<file path="src/rtl/conv_mem_pkg.sv">
// Shared definitions for the convolutor memory arbiter: requester indices,
// the round-robin pointer type and small index helpers.
package conv_mem_pkg;

    localparam int NUM_REQ     = 3;
    localparam int REQ_HOST    = 0;
    localparam int REQ_CORE_RD = 1;
    localparam int REQ_CORE_WR = 2;

    typedef logic [1:0] ptr_t;

    // Pointer moves to the requester just after the winner, wrapping at 3.
    function automatic ptr_t next_ptr(input logic [NUM_REQ-1:0] win);
        ptr_t p;
        p = 2'd0;
        if (win[REQ_HOST])    p = 2'd1;
        if (win[REQ_CORE_RD]) p = 2'd2;
        if (win[REQ_CORE_WR]) p = 2'd0;
        return p;
    endfunction

    function automatic ptr_t onehot_to_idx(input logic [NUM_REQ-1:0] oh);
        ptr_t p;
        p = 2'd0;
        if (oh[REQ_CORE_RD]) p = 2'd1;
        if (oh[REQ_CORE_WR]) p = 2'd2;
        return p;
    endfunction

endpackage

</file>
<file path="src/rtl/rr_priority_pick.sv">
// Combinational round-robin picker: first set request bit starting at ptr_i,
// searching ptr_i, ptr_i+1, ptr_i+2 (mod 3).
module rr_priority_pick
    import conv_mem_pkg::*;
(
    input  logic [2:0] req_i,
    input  ptr_t       ptr_i,
    output logic [2:0] win_o,
    output logic       valid_o
);

    always_comb begin
        int idx;
        idx     = 0;
        win_o   = '0;
        valid_o = |req_i;
        // Walk from the lowest priority upward so the nearest-to-ptr request wins last.
        for (int i = NUM_REQ - 1; i >= 0; i--) begin
            idx = (int'(ptr_i) + i) % NUM_REQ;
            if (req_i[idx]) begin
                win_o      = '0;
                win_o[idx] = 1'b1;
            end
        end
    end

endmodule

</file>
<file path="src/rtl/conv_mem_arbiter.sv">
// Three-way round-robin arbiter sharing one single-port RAM between the host
// and the convolutor core; host writes are refused while the core is busy.
module conv_mem_arbiter
    import conv_mem_pkg::*;
#(
    parameter int ADDR_W = 5,
    parameter int DATA_W = 32
) (
    input  logic                    clk,
    input  logic                    rst_n,
    input  logic                    core_busy_i,
    input  logic [2:0]              req_i,
    input  logic [2:0]              we_i,
    input  logic [3*ADDR_W-1:0]     addr_i,
    input  logic [3*DATA_W-1:0]     wdata_i,
    output logic [2:0]              gnt_o,
    output logic [2:0]              rvalid_o,
    output logic [DATA_W-1:0]       rdata_o,
    output logic                    host_err_o,
    output logic                    mem_en_o,
    output logic                    mem_we_o,
    output logic [ADDR_W-1:0]       mem_addr_o,
    output logic [DATA_W-1:0]       mem_wdata_o,
    input  logic [DATA_W-1:0]       mem_rdata_i
);

    ptr_t              ptr_q, ptr_d;
    logic [2:0]        gnt_q, gnt_d;
    logic              host_err_q, host_err_d;
    logic              mem_en_q, mem_en_d;
    logic              mem_we_q, mem_we_d;
    logic [ADDR_W-1:0] mem_addr_q, mem_addr_d;
    logic [DATA_W-1:0] mem_wdata_q, mem_wdata_d;
    ptr_t              rd_idx_q, rd_idx_d;
    logic              rd_flag_q, rd_flag_d;

    logic [2:0]        masked_req;
    logic [2:0]        win;
    logic              win_valid;

    // A requester holding its grant this cycle sits out, so one handshake = one access.
    assign masked_req = req_i & ~gnt_q;

    rr_priority_pick u_pick (
        .req_i   (masked_req),
        .ptr_i   (ptr_q),
        .win_o   (win),
        .valid_o (win_valid)
    );

    always_comb begin
        ptr_d       = ptr_q;
        gnt_d       = '0;
        host_err_d  = 1'b0;
        mem_en_d    = 1'b0;
        mem_we_d    = 1'b0;
        mem_addr_d  = '0;
        mem_wdata_d = '0;
        rd_flag_d   = mem_en_q & ~mem_we_q;
        rd_idx_d    = onehot_to_idx(gnt_q);

        if (win_valid) begin
            ptr_d    = next_ptr(win);
            gnt_d    = win;
            mem_en_d = 1'b1;
            for (int k = 0; k < NUM_REQ; k++) begin
                if (win[k]) begin
                    mem_we_d    = we_i[k];
                    mem_addr_d  = addr_i[k*ADDR_W +: ADDR_W];
                    mem_wdata_d = wdata_i[k*DATA_W +: DATA_W];
                end
            end
            // Host write during core computation keeps its slot but never touches RAM.
            if (win[REQ_HOST] && we_i[REQ_HOST] && core_busy_i) begin
                host_err_d = 1'b1;
                mem_en_d   = 1'b0;
                mem_we_d   = 1'b0;
            end
        end
    end

    always_ff @(posedge clk or negedge rst_n) begin
        if (!rst_n) begin
            ptr_q       <= 2'd0;
            gnt_q       <= '0;
            host_err_q  <= 1'b0;
            mem_en_q    <= 1'b0;
            mem_we_q    <= 1'b0;
            mem_addr_q  <= '0;
            mem_wdata_q <= '0;
            rd_idx_q    <= 2'd0;
            rd_flag_q   <= 1'b0;
        end else begin
            ptr_q       <= ptr_d;
            gnt_q       <= gnt_d;
            host_err_q  <= host_err_d;
            mem_en_q    <= mem_en_d;
            mem_we_q    <= mem_we_d;
            mem_addr_q  <= mem_addr_d;
            mem_wdata_q <= mem_wdata_d;
            rd_idx_q    <= rd_idx_d;
            rd_flag_q   <= rd_flag_d;
        end
    end

    assign gnt_o       = gnt_q;
    assign host_err_o  = host_err_q;
    assign mem_en_o    = mem_en_q;
    assign mem_we_o    = mem_we_q;
    assign mem_addr_o  = mem_addr_q;
    assign mem_wdata_o = mem_wdata_q;
    assign rvalid_o    = rd_flag_q ? (3'b001 << rd_idx_q) : 3'b000;
    assign rdata_o     = rd_flag_q ? mem_rdata_i : '0;

endmodule

</file>
<file path="config.mk">
export PLATFORM = sky130hd
export DESIGN_NAME = conv_mem_arbiter
export DESIGN_NICKNAME = d
export VERILOG_FILES = /design/src/rtl/conv_mem_pkg.sv /design/src/rtl/rr_priority_pick.sv /design/src/rtl/conv_mem_arbiter.sv
export SDC_FILE = /design/constraint.sdc
export NUM_CORES = 1
export LEC_CHECK = 0
export ABC_AREA = 0
export ABC_CLOCK_PERIOD_IN_PS = 2750
export CAP_MARGIN = 20
export CELL_PAD_IN_SITES_DETAIL_PLACEMENT = 1
export CELL_PAD_IN_SITES_GLOBAL_PLACEMENT = 1
export CORE_UTILIZATION = 22
export DETAILED_ROUTE_END_ITERATION = 7
export PLACE_DENSITY_LB_ADDON = 0.1
export SLEW_MARGIN = 10
export SYNTH_ARGS = -nofsm -noshare
export SYNTH_HDL_FRONTEND = slang
export SYNTH_HIERARCHICAL = 1
export SYNTH_SLANG_ARGS = --single-unit
</file>
<file path="constraint.sdc">
create_clock -name clk -period 2.75 [get_ports clk]
set_input_delay 0.55 -clock clk [delete_from_list [all_inputs] [get_ports clk]]
set_output_delay 0.55 -clock clk [all_outputs]
set_load 0.05 [all_outputs]
</file>
==> key figures, run 1 <==
Timing
  • F_max: 0.3833 GHz
  • Fin crit share: 0.9486
  • Skew final: 9.486 ps
  • Worst hold slack: 367.0 ps
  • Minimum clock period: 2609 ps
  • Final setup fails: 0
  • Unrepaired setup endpoints after global routing: no
  • Final slew viol count: 0
  • Worst slew margin: 0.5556
  • Slew at the pin with the worst max-slew slack: 666.5 ps
  • Final Hold Fails: 0

Finish
  • Fill cells: 1364
  • Layout cells sized above 1: 0.1759
  • # diodes: 0
  • Post-layout instance count excluding filler cells: roughly 650
  • Synthesis-to-finish area growth: 99.31%
  • Final #Nets: 661

Synthesis
  • Synth warn: 6
  • Seq/Total Area, Yosys: 0.4426
  • Synth Register Bits: 48
  • Syn avg cell area: approximately 9.9 sq um
  • Syn Inst Count: 273
  • Yosys cell types: 35
  • Synthesized area: 0.002714 sq mm
  • Post-synth net total: 429

CTS
  • Worst-path clk slew: around 70 ps
  • # H-tree levels: 2
  • CTS tree: built
  • Setup bufs post-CTS: 0
  • CTS root buf: clkbuf_16
  • CTS Sinks: 48
  • Max Root-Sink Buffers: 2
  • Hold-fix buffers, CTS: 0
  • Clk Latency, worst-skew pair: 300 ps
  • CTS Buf Count: 5
  • PostCTS Resize Cnt: 0

Pwr
  • Pwr/cell area: between 1000 and 1500 mW/mm^2
  • Clk pwr share: 0.092
  • Switching share of power: 0.5071
  • Sw power: between 0.003 and 0.004 W
  • Leakage: 2.242 nW
  • Flop pwr share: 0.161
  • Logic pwr share: 0.747
  • P_int: 0.003454 W
  • Worst VDD drop: 492.7 uV

Global route
  • GR Overflow Total: 0
  • Vias in the first global route: 3407
  • First-pass GRT wire length: 17860 microns
  • Total GRT Usage: 0.1826
  • Largest net degree at the start of global routing: about 50
  • Initial antenna violation count: 0

Drt
  • Vias per inst: 4.712
  • Initial DRC Count: 82
  • 1st-pass router iterations: 4
  • Vias: ~3100
  • Final WL: ~12000 microns
  • Residual DRC count: 0
  • WL/cell: around 18 microns
  • ANT nets after route: 0

Floorplan
  • Die H: 113.1 microns
  • Die Area: 0.01278 sq mm
  • Number of core rows: 40
  • Top Ports: 230
  • Chip Width: 113.1 microns
  • Core Area: 0.01201 sq mm
  • Initial Utilization: 0.2259

Worst setup path
  • Worst Setup SP: ptr_q[1]
  • Critical Setup Path Class: register to register
  • Worst setup EP type: register
  • Worst Path Arrival: ~2800 ps
  • Worst-path maximum fanout: 23
  • Worst Path Required: just under 3000 ps
  • CP Launch Type: register
  • Worst R2R Start: ptr_q[1]
  • Reg-to-reg slack, setup: 140 ps

Placed design
  • Total instance count after detailed placement: 645
  • Port buffer count: 229
  • Post-DP HPWL: 9157 microns
  • Final GP Congestion: 0.7659

Job
  • # Max-Cap Violations: 0

Worst hold path
  • Hold WC Path Type: primary input to async pin

Status
  • Status: completed
cells in the mapped netlist, drive strengths merged:
library cell / instances / share of area
nand2: 4 / 0.0055
buf: 15 / 0.036
o211a: 1 / 0.0037
a311oi: 1 / 0.0032
a211o: 1 / 0.0032
nor2b: 7 / 0.019
and2: 35 / 0.081
o211ai: 1 / 0.0028
a221oi: 38 / 0.17
nand2b: 1 / 0.0023
or3: 1 / 0.0023
nor3b: 2 / 0.0055
ha: 4 / 0.018
a21oi: 3 / 0.0055
mux2i: 3 / 0.011
mux2: 2 / 0.0083
nand3: 1 / 0.0018
and3b: 2 / 0.0065
clkbuf: 10 / 0.014
inv: 6 / 0.0083
nand3b: 1 / 0.0028
o22ai: 1 / 0.0046
o21ai: 41 / 0.077
and2b: 1 / 0.0028
a22o: 2 / 0.0065
nor2: 41 / 0.057
dfrtp: 48 / 0.44
layout by cell type, fill, tap and decap left out, drive strengths merged:
cell type,synthesis,final
a211o,1,1
a21oi,3,3
a221oi,38,38
a22o,2,2
a311oi,1,1
and2,35,35
and2b,1,1
and3b,2,2
buf,15,54
clkbuf,10,6
clkdlybuf4s50,0,196
clkinv,0,2
dfrtp,48,48
ha,4,4
inv,6,6
mux2,2,2
mux2i,3,3
nand2,4,4
nand2b,1,1
nand3,1,1
nand3b,1,1
nor2,41,41
nor2b,7,7
nor3b,2,2
o211a,1,1
o211ai,1,1
o21ai,41,41
o22ai,1,1
or3,1,1
flip-flops by register name (all words and copies together) (netlist names):
register	cells
mem_wdata_o	32
mem_addr_o	5
gnt_o	3
ptr_q	2
rd_idx_q	2
host_err_o	1
mem_en_o	1
mem_we_o	1
rd_flag_q	1
through the flow:
step                      setup TNS (ps)  power [W]  utilization  cell area [sq um]  setup slack [ps]
final                                  0   0.007007       0.4503               5409             141.3
after floorplan                        0   0.004482            -               2714             486.3
after global placement             -1756   0.006339       0.4377               5258            -81.13
after CTS                              0   0.007097       0.4501               5406             142.6
after global routing                   0   0.007423       0.4503               5409             3.110
after detailed placement           -3523   0.006429       0.4377               5258            -132.9
worst paths after layout:
check | to | cells after the start
max | mem_addr_o[0] | 11
min | mem_wdata_o[7] | 2
max reg2reg | mem_addr_o[0] | 11
min reg2reg | rd_flag_q | 1
max in group asynchronous | gnt_o[2] | 2
min in group clk | rd_flag_q | 1
power by group through the flow:
stage,registers [W],logic [W],clock network [W]
floorplan,0.00204,0.00244,0
global placement,0.00114,0.00520,0
detailed placement,0.00115,0.00528,0
CTS,0.00114,0.00529,0.000665
global route,0.00116,0.00557,0.000690
finish,0.00113,0.00523,0.000643
area by class of cell:
type                       instances  area (sq um)  area share
multi-input combinational        194          1375      0.2542
timing repair buffer             250          2477      0.4580
tap                              147         183.9     0.03400
inverter                           6         22.52    0.004164
clock buffer                       6         138.9     0.02568
sequential                        48          1201      0.2221
clock inverter                     2         10.01    0.001851
worst max-delay path, stage by stage, from the launching register on:
cell	delay, ps
dfrtp_1	420
inv_1	100
ha_1	310
mux2i_1	270
o22ai_2	110
buf_4	160
a221oi_1	220
o21ai_1	160
nor2b_4	170
buf_12	170
a221oi_1	290
nor2_1	90
layer usage:
| layer | global-route usage | wire length [microns] |
|---|---|---|
| met1 | 0.1706 | 4027 |
| met2 | 0.3546 | 6229 |
| met3 | 0.06160 | 1126 |
| met4 | 0.08421 | 466 |
| met5 | 0 | 0 |
cells by family after synthesis:
group / Yosys count / synth area share
simple gates: 96 / 0.1858
compound gates: 89 / 0.2752
flops: 48 / 0.4426
buf+inv: 31 / 0.05855
mux: 5 / 0.01936
fa+ha+maj: 4 / 0.01844
Power figures use the tool's default switching activity.
==> run 2: changes to the inputs <==
ABC_CLOCK_PERIOD_IN_PS = default   (was 2750)
==> results of run 2 <==
Same layout as run 1: the final DEF is identical, and so are final timing and power.
